==> config.mk <==
export PLATFORM = sky130hd
export DESIGN_NAME = fetch_redirect_ctrl
export DESIGN_NICKNAME = d
export VERILOG_FILES = /design/src/rtl/fetch_ctrl_pkg.sv /design/src/rtl/sat_counter.sv /design/src/rtl/fetch_redirect_ctrl.sv
export SDC_FILE = /design/constraint.sdc
export NUM_CORES = 1
export LEC_CHECK = 0
export CAP_MARGIN = 15
export CORE_MARGIN = 1
export CORE_UTILIZATION = 33
export CTS_CLUSTER_DIAMETER = 50
export CTS_CLUSTER_SIZE = 12
export DETAILED_ROUTE_END_ITERATION = 10
export HOLD_SLACK_MARGIN = 0.1
export PLACE_DENSITY_LB_ADDON = 0.15
export SYNTH_ARGS = -nofsm -noshare
export SYNTH_HDL_FRONTEND = slang
export SYNTH_HIERARCHICAL = 1
export SYNTH_SLANG_ARGS = --single-unit
==> constraint.sdc <==
create_clock -name clk -period 5.8 [get_ports clk]
set_input_delay 1.16 -clock clk [delete_from_list [all_inputs] [get_ports clk]]
set_output_delay 1.16 -clock clk [all_outputs]
set_load 0.05 [all_outputs]
==> src/rtl/fetch_ctrl_pkg.sv <==
//----------------------------------------------------------------------
// fetch_ctrl_pkg : shared types and constants for the fetch redirect path
// Revision: 1.0
//----------------------------------------------------------------------
`default_nettype none

package fetch_ctrl_pkg;

  typedef enum logic [1:0] {
    RUN       = 2'd0,
    JALR_WAIT = 2'd1,
    REDIRECT  = 2'd2
  } fetch_state_e;

  localparam int unsigned INSTR_BYTES = 4;

endpackage

`default_nettype wire

==> src/rtl/sat_counter.sv <==
//----------------------------------------------------------------------
// sat_counter : up-counter with synchronous clear, holds at MAX
// Revision: 1.0
//----------------------------------------------------------------------
`default_nettype none

module sat_counter #(
  parameter int               WIDTH = 32,
  parameter logic [WIDTH-1:0] MAX   = '1
) (
  input  logic             clk,
  input  logic             rst_n,
  input  logic             clear_i,
  input  logic             inc_i,
  output logic [WIDTH-1:0] count_o
);

  logic [WIDTH-1:0] count_q;
  logic [WIDTH-1:0] count_d;

  always_comb begin
    count_d = count_q;
    if (clear_i) begin
      count_d = '0;
    end else if (inc_i && (count_q != MAX)) begin
      count_d = count_q + 1'b1;
    end
  end

  always_ff @(posedge clk or negedge rst_n) begin
    if (!rst_n) begin
      count_q <= '0;
    end else begin
      count_q <= count_d;
    end
  end

  assign count_o = count_q;

endmodule

`default_nettype wire

==> src/rtl/fetch_redirect_ctrl.sv <==
//----------------------------------------------------------------------
// fetch_redirect_ctrl : next-PC / kill sequencing for JALR stalls and
// redirects. Optional statistics counters under FETCH_STATS_EN.
// Revision: 1.0
//----------------------------------------------------------------------
`default_nettype none

module fetch_redirect_ctrl
  import fetch_ctrl_pkg::*;
#(
  parameter int SIZE          = 32,
  parameter int JALR_MAX_WAIT = 15
) (
  input  logic            clk,
  input  logic            rst_n,
  input  logic            if_valid,
  input  logic [SIZE-1:0] if_pc,
  input  logic            pred_taken,
  input  logic            pred_jalr,
  input  logic [SIZE-1:0] pred_target,
  input  logic            ex_valid,
  input  logic            ex_mispredict,
  input  logic            ex_jalr,
  input  logic [SIZE-1:0] ex_target,
  output logic [SIZE-1:0] pc_next,
  output logic            pc_write,
  output logic            if_kill,
  output logic            id_kill,
  output logic            jalr_timeout,
  output logic [31:0]     stat_branches,
  output logic [31:0]     stat_mispredicts
);

  localparam int CW = $clog2(JALR_MAX_WAIT + 1);

  fetch_state_e    state_q, state_d;
  logic [CW-1:0]   wait_cnt;
  logic            wait_clr, wait_inc;
  logic            timeout_q, timeout_d;
  logic            redirect;
  logic [SIZE-1:0] pc_plus4;

  assign redirect = ex_valid & (ex_mispredict | ex_jalr);
  assign pc_plus4 = if_pc + SIZE'(INSTR_BYTES);

  always_comb begin
    state_d   = state_q;
    pc_next   = pc_plus4;
    pc_write  = 1'b0;
    if_kill   = 1'b0;
    id_kill   = 1'b0;
    wait_clr  = 1'b0;
    wait_inc  = 1'b0;
    timeout_d = timeout_q;

    // A resolved redirect from EX overrides every state.
    if (redirect) begin
      pc_next  = ex_target;
      pc_write = 1'b1;
      if_kill  = 1'b1;
      id_kill  = 1'b1;
      state_d  = REDIRECT;
    end else begin
      case (state_q)
        RUN: begin
          if (if_valid && pred_jalr) begin
            wait_clr = 1'b1;
            state_d  = JALR_WAIT;
          end else if (if_valid && pred_taken) begin
            pc_next  = pred_target;
            pc_write = 1'b1;
          end else begin
            pc_write = if_valid;
          end
        end
        JALR_WAIT: begin
          if_kill  = 1'b1;
          wait_inc = 1'b1;
          if (wait_cnt >= CW'(JALR_MAX_WAIT - 1)) begin
            timeout_d = 1'b1;
          end
        end
        REDIRECT: begin
          if_kill  = 1'b1;
          pc_write = if_valid;
          state_d  = RUN;
        end
        default: begin
          state_d = RUN;
        end
      endcase
    end
  end

  always_ff @(posedge clk or negedge rst_n) begin
    if (!rst_n) begin
      state_q   <= RUN;
      timeout_q <= 1'b0;
    end else begin
      state_q   <= state_d;
      timeout_q <= timeout_d;
    end
  end

  sat_counter #(
    .WIDTH (CW),
    .MAX   (CW'(JALR_MAX_WAIT))
  ) u_wait_cnt (
    .clk     (clk),
    .rst_n   (rst_n),
    .clear_i (wait_clr),
    .inc_i   (wait_inc),
    .count_o (wait_cnt)
  );

  assign jalr_timeout = timeout_q;

`ifdef FETCH_STATS_EN
  sat_counter #(
    .WIDTH (32)
  ) u_stat_br (
    .clk     (clk),
    .rst_n   (rst_n),
    .clear_i (1'b0),
    .inc_i   (ex_valid),
    .count_o (stat_branches)
  );

  sat_counter #(
    .WIDTH (32)
  ) u_stat_mp (
    .clk     (clk),
    .rst_n   (rst_n),
    .clear_i (1'b0),
    .inc_i   (redirect),
    .count_o (stat_mispredicts)
  );
`else
  assign stat_branches    = 32'd0;
  assign stat_mispredicts = 32'd0;
`endif

endmodule

`default_nettype wire
==> impl_metrics.py, run 1 <==
metrics = {
    "run_status": {
        "status": "complete, no violations",
    },
    "layout": {
        "drive_above_1_share_pct": 9.74,
        "area_growth_pct": 66.6,
        "fin_area_um2": 3440,
        "fin_util_pct": 57.4,
        "n_antenna_cell": 0,
        "finalNetCount": 541,
        "instances_no_fill": 506,
    },
    "die": {
        "fp.dieH_um": 81.1,
        "io_pins": 204,
        "die_area_um2": 6580,
        "row_count": 28,
        "core_area_um2": 5990,
        "start_util_pct": 34.5,
        "dieWidth_um": 81.1,
    },
    "setup_path": {
        "endpoint_kind": "output port",
        "arrival_ns": 3.91,
        "cp_slowest_cell": "clkdlybuf4s50_1",
        "start_kind": "input pin",
        "crit_required_ns": 4.64,
        "r2r_setup_slack_ns": 4.01,
        "worstPathMaxFanout": 4,
        "crit_top_cell": "clkdlybuf4s50_1",
        "slowest_delay_ns": 0.86,
        "crit_chain": "clkdlybuf4s50_1 -> ha_1 -> nand2_1 -> or4_1 -> nor4_1 -> a21oi_1 -> o22ai_1 -> clkdlybuf4s50_1",
        "criticalPathCategory": "input pin to output port",
    },
    "clock_network": {
        "tritoncts": "done",
        "path_clk_slew_ns": 0.04,
        "cts_htree_levels": 1,
        "clock_sinks": 7,
        "clk_path_buf_depth": 2,
        "clkLatencyLatePin_ns": 0.23,
        "cts_setup_buffers": 0,
        "cts_root_buf": "clkbuf_8",
        "cts_hold_buf": 0,
        "cts_resized": 0,
        "cts_made_buffers": 3,
    },
    "detailed_routing": {
        "ant_nets": 0,
        "dr.pass1.iters": 4,
        "drc": 0,
        "avgRoutedWirePerCell_um": 13.3,
        "finalWirelength_mm": 6.75,
        "vias": 2470,
        "drtIter0Drc": 127,
        "vias_per_cell": 4.88,
    },
    "synth": {
        "synth_compound_gate_area_share_pct": 21.0,
        "synthAdderAreaFrac_pct": 3.03,
        "syn-instance-count": 298,
        "async_reset_ff_share_pct": 100,
        "ys_types": 47,
        "synth_area_per_cell_um2": 6.93,
        "ys_seq_area_share_pct": 8.48,
        "synth_top_family_by_area": "simple AND/OR/NAND/NOR gates",
        "synth_top_area_cell": "buf_4",
        "ys.flop_type": "dfrtp_1",
        "yosys-top-cells-area": "buf_4 (23%), dfrtp_1 (8.5%), o21ai_0 (5.3%)",
        "yosys.area_share.simple_pct": 30.7,
        "synthXorXnorAreaFrac_pct": 9.33,
        "synth-edff-count": 0,
        "ys_ff_latch": 7,
        "netlist.area_leader.share_pct": 23.3,
        "synth.area.mux_share_pct": 1.21,
        "synth.yosys.warnings": 6,
        "synth_area_um2": 2060,
    },
    "timing": {
        "slew_violations": 0,
        "finalCritPeriodShare_pct": 87.4,
        "maxSlewHeadroom_pct": 39.9,
        "hold_violations": 0,
        "max_freq_mhz": 197,
        "max_slew.worst_pin.slew_ns": 0.899,
        "setup_viol": 0,
        "skew_ns": 0.000156,
        "setup_tns_ns": 0,
        "whs_ns": 0.466,
        "rsz0062_at_grt": "false",
        "min_period_ns": 5.07,
    },
    "global_routing": {
        "grt-ovfl-total": 0,
        "grt_pass1_vias": 2106,
        "grt_pass1_wl_mm": 9.96,
        "antenna_found_initial": 0,
        "grt_max_degree": 30,
        "globalRouteTotalUtil_pct": 19.5,
    },
    "placed_design": {
        "hpwl_mm": 5.63,
        "post-place-cells": 502,
        "gpl.final_weighted_congestion": 0.780,
        "dpl-instance-area_um2": 3390,
        "portBuffers": 139,
    },
    "run": {
        "maxCapViolations": 0,
    },
    "pwr": {
        "p_leak_nw": 1.42,
        "powerDensity_nw_per_um2": 163,
        "peakVddDrop_v": 0.000122,
    },
    "min_path": {
        "hold_path_class": "flop to flop",
    },
}
where the power goes:
group	switching [mW]	total, mW	leakage (nW)	internal (mW)
registers	0.00654	0.0624	0.0940	0.0559
clock network	0.0216	0.0692	0.0228	0.0476
logic	0.269	0.429	1.31	0.159
critical path, delay by kind of cell:
kind                       cells  cell delay, ns
buffers and inverters          2            1.38
adders and majority gates      1            0.22
and+or+nand+nor                3            0.96
AOI/OAI and AO/OA              2            0.18
layout by cell type (no fill, tap or decap), types with 3 or more instances in the layout:
master           instances
clkdlybuf4s50_1        117
conb_1                  64
nand2_1                 29
o21ai_0                 21
nor2_1                  20
nand3_1                 18
a21oi_1                 18
buf_12                  13
a22oi_1                 12
buf_4                   12
xnor2_1                 11
xor2_1                  11
o22ai_1                  9
dfrtp_1                  7
and3_1                   6
nand4_1                  6
ha_1                     5
a31oi_1                  4
and4_1                   3
o21ai_1                  3
nand2b_1                 3
clkbuf_8                 3
cell type report:
type / count / area, µm²
clock buffer: 4 / 45.0
fill: 556 / 2550
multi-input combinational: 275 / 1590
tap: 75 / 93.8
sequential: 7 / 175
timing repair buffer: 142 / 1520
inverter: 3 / 11.3
registers in the layout (all words and copies together), names as in the netlist:
signal,flops
u_wait_cnt/count_o,4
state_q,2
jalr_timeout,1
routing by layer:
metal | up-vias | GRT usage, % | routed length, µm
li1 | 1203 | - | -
met1 | 1126 | 24.4 | 2730
met2 | 134 | 35.0 | 3440
met3 | 7 | 2.81 | 496
met4 | 0 | 4.11 | 82
met5 | - | 0 | 0
final timing paths:
path                                   start                     to  cells after the start
worst max-delay path                if_pc[2]            pc_next[30]                      8
worst min-delay path            jalr_timeout           jalr_timeout                      1
worst max register to register    state_q[0]  u_wait_cnt/count_o[0]                      5
worst min register to register  jalr_timeout           jalr_timeout                      1
max in group asynchronous              rst_n  u_wait_cnt/count_o[0]                      1
min in group asynchronous              rst_n           jalr_timeout                      1
metrics by stage:
stage | power, mW | setup slack, ns
2_1_floorplan | 0.355 | 1.36
3_3_place_gp | 0.489 | 0.774
3_5_place_dp | 0.492 | 0.760
4_1_cts | 0.564 | 0.747
5_1_grt | 0.591 | 0.565
6_report | 0.560 | 0.730
cells in the mapped netlist (2+ instances only):
cell type,instances
a21oi_1,18
a22oi_1,12
a31oi_1,4
and2_1,2
and3_1,6
and4_1,3
buf_4,64
clkbuf_1,12
dfrtp_1,7
ha_1,5
inv_1,2
nand2_1,29
nand2b_1,3
nand3_1,18
nand4_1,6
nor2_1,20
nor2b_1,2
nor3_2,2
nor4_1,2
nor4_4,2
o21ai_0,22
o21ai_1,3
o22ai_1,9
or3_1,2
xnor2_1,11
xor2_1,11
kinds of logic after synthesis:
logic type / Yosys count
XOR/XNOR: 22
multiplexers: 2
flip-flops: 7
AND/OR/NAND/NOR: 109
AO/OA/AOI/OAI: 73
adder cells (fa/ha/maj): 5
other: 1
buffers and inverters: 79
(Power assumes the default switching activity.)
==> inputs of run 2 (changes only) <==
- CORE_ASPECT_RATIO: not set -> 1.75
- SLEW_MARGIN: not set -> 30
==> run 2 against run 1 <==
Compared with the run above:
- worst setup slack improved by 0.020 ns
- power up 0.16%
- die area grew 0.19%
- flip-flop and latch count did not move
- clock power down 4.2%
- sequential share of layout area about the same
- wire length up 2.6%
- critical path depth unchanged
- global-route usage rose by 1.1 points
- clock-buffer cell count did not move
- combinational power rose by 0.9%
- register-to-register slack barely moved
==> impl_metrics.py, run 2 (same netlist as run 1, synthesis figures left out) <==
metrics = {
    "run_status": {
        "status": "complete, no violations",
    },
    "placed_design": {
        "hpwl_mm": 5.90,
        "portBuffers": 139,
        "post-place-cells": 508,
        "dp_slack_ns": 0.753,
        "gpl.final_weighted_congestion": 0.822,
        "dpl-instance-area_um2": 3420,
    },
    "detailed_routing": {
        "finalWirelength_mm": 6.93,
        "drc": 0,
        "avgRoutedWirePerCell_um": 13.5,
        "dr.pass1.iters": 4,
        "drtIter0Drc": 71,
        "ant_nets": 0,
        "vias_per_cell": 4.77,
        "vias": 2441,
    },
    "timing": {
        "setup_viol": 0,
        "slew_violations": 0,
        "rsz0062_at_grt": "false",
        "max_slew.worst_pin.slew_ns": 0.619,
        "hold_violations": 0,
        "max_freq_mhz": 198,
        "setup_slack_ns": 0.749,
        "maxSlewHeadroom_pct": 58.6,
        "finalCritPeriodShare_pct": 87.1,
        "skew_ns": 0.00124,
        "setup_tns_ns": 0,
        "min_period_ns": 5.05,
    },
    "layout": {
        "area_growth_pct": 67.9,
        "fin_area_um2": 3470,
        "final_common_cell": "clkdlybuf4s50_1",
        "instances_no_fill": 512,
        "largest_reg_flops": 4,
        "mostFrequentLayoutCells": "clkdlybuf4s50_1 (117), conb_1 (64), nand2_1 (29), o21ai_0 (21), nor2_1 (20)",
        "nFillCells": 599,
        "multiInputGateArea_um2": 1590,
        "n_antenna_cell": 0,
        "drive_above_1_share_pct": 10.4,
        "regArea_um2": 175,
        "finalNetCount": 544,
    },
    "global_routing": {
        "grt-ovfl-total": 0,
        "antenna_found_initial": 0,
        "globalRouteTotalUtil_pct": 20.6,
        "grt_pass1_wl_mm": 10.6,
        "grt_max_degree": 22,
        "grt_pass1_vias": 2352,
    },
    "setup_path": {
        "crit_required_ns": 4.64,
        "arrival_ns": 3.89,
        "worstPathMaxFanout": 4,
        "start_kind": "input pin",
        "r2r_start": "state_q[0]",
        "ff2ff_path_depth": 5,
        "endpoint_kind": "output port",
        "timing.rr.end": "u_wait_cnt/count_o[0]",
        "criticalPathCategory": "input pin to output port",
        "r2r_setup_slack_ns": 4.00,
    },
    "pwr": {
        "p_switching_uw": 297,
        "p_sw_share_pct": 52.9,
        "seqPwrFrac_pct": 11.1,
        "peakVddDrop_v": 0.000153,
        "intPower_uw": 265,
        "power_frac_comb_pct": 77.1,
        "finalPower_uw": 561,
        "powerDensity_nw_per_um2": 162,
        "p_leak_nw": 1.44,
        "p_clk_share_pct": 11.8,
    },
    "clock_network": {
        "clk_path_buf_depth": 2,
        "cts_htree_levels": 1,
        "cts_hold_buf": 0,
        "clkLatencyLatePin_ns": 0.22,
        "tritoncts": "done",
        "cts_made_buffers": 3,
        "cts_root_buf": "clkbuf_8",
        "cts_setup_buffers": 0,
        "path_clk_slew_ns": 0.04,
        "clock_sinks": 7,
        "cts_resized": 0,
    },
    "die": {
        "core_area_um2": 5970,
        "fp.dieH_um": 107,
        "start_util_pct": 34.6,
        "io_pins": 204,
        "dieWidth_um": 61.8,
        "die_area_um2": 6590,
        "row_count": 37,
    },
    "min_path": {
        "hold_end": "jalr_timeout",
        "hold_start": "jalr_timeout",
        "hold_depth": 1,
        "hold_path_class": "flop to flop",
    },
    "run": {
        "maxCapViolations": 0,
    },
}
[run 2: layer usage]
metal  vias up  routed length, µm  global-route usage, %
met5         -                  0                      0
met4         0                102                   3.49
met3         8                533                   1.93
met2       127               3960                   43.3
met1      1099               2340                   19.7
li1       1207                  -                      -
[run 2: area by class of cell]
cell class / instances / share of cell area [%]
Multi-Input combinational cell: 275 / 46.0
Clock buffer: 4 / 1.30
Sequential cell: 7 / 5.05
Inverter: 3 / 0.325
Tap cell: 78 / 2.82
Timing Repair Buffer: 145 / 44.5
[run 2: how the worst max path moves through the flow]
stage	from	endpoint	slack, ns	cells after the start
2_1_floorplan	ex_jalr	pc_next[5]	1.36	4
3_3_place_gp	if_pc[2]	pc_next[30]	0.77	8
3_5_place_dp	if_pc[2]	pc_next[30]	0.75	8
4_1_cts	if_pc[2]	pc_next[30]	0.75	8
5_1_grt	if_pc[2]	pc_next[30]	0.57	8
6_report	if_pc[2]	pc_next[30]	0.75	8
[run 2: power groups by stage]
stage          clock network (mW)  registers, mW  logic (mW)
6_report                   0.0663         0.0621       0.433
5_1_grt                    0.0709         0.0633       0.458
4_1_cts                    0.0679         0.0621       0.435
3_5_place_dp                    0         0.0628       0.433
3_3_place_gp                    0         0.0626       0.430
2_1_floorplan                   0         0.0614       0.294
[run 2: stage by stage]
step	hold slack, ns	util, %
5_1_grt	0.513	58.0
3_3_place_gp	0.462	57.3
6_report	0.489	58.0
3_5_place_dp	0.472	57.3
4_1_cts	0.489	58.0
2_1_floorplan	0.546	-
[run 2: worst max-delay path, cell delays in order]
cell	delay (ns)
clkdlybuf4s50_1	0.52
ha_1	0.22
nand2_1	0.13
or4_1	0.58
nor4_1	0.26
a21oi_1	0.06
o22ai_1	0.11
clkdlybuf4s50_1	0.83
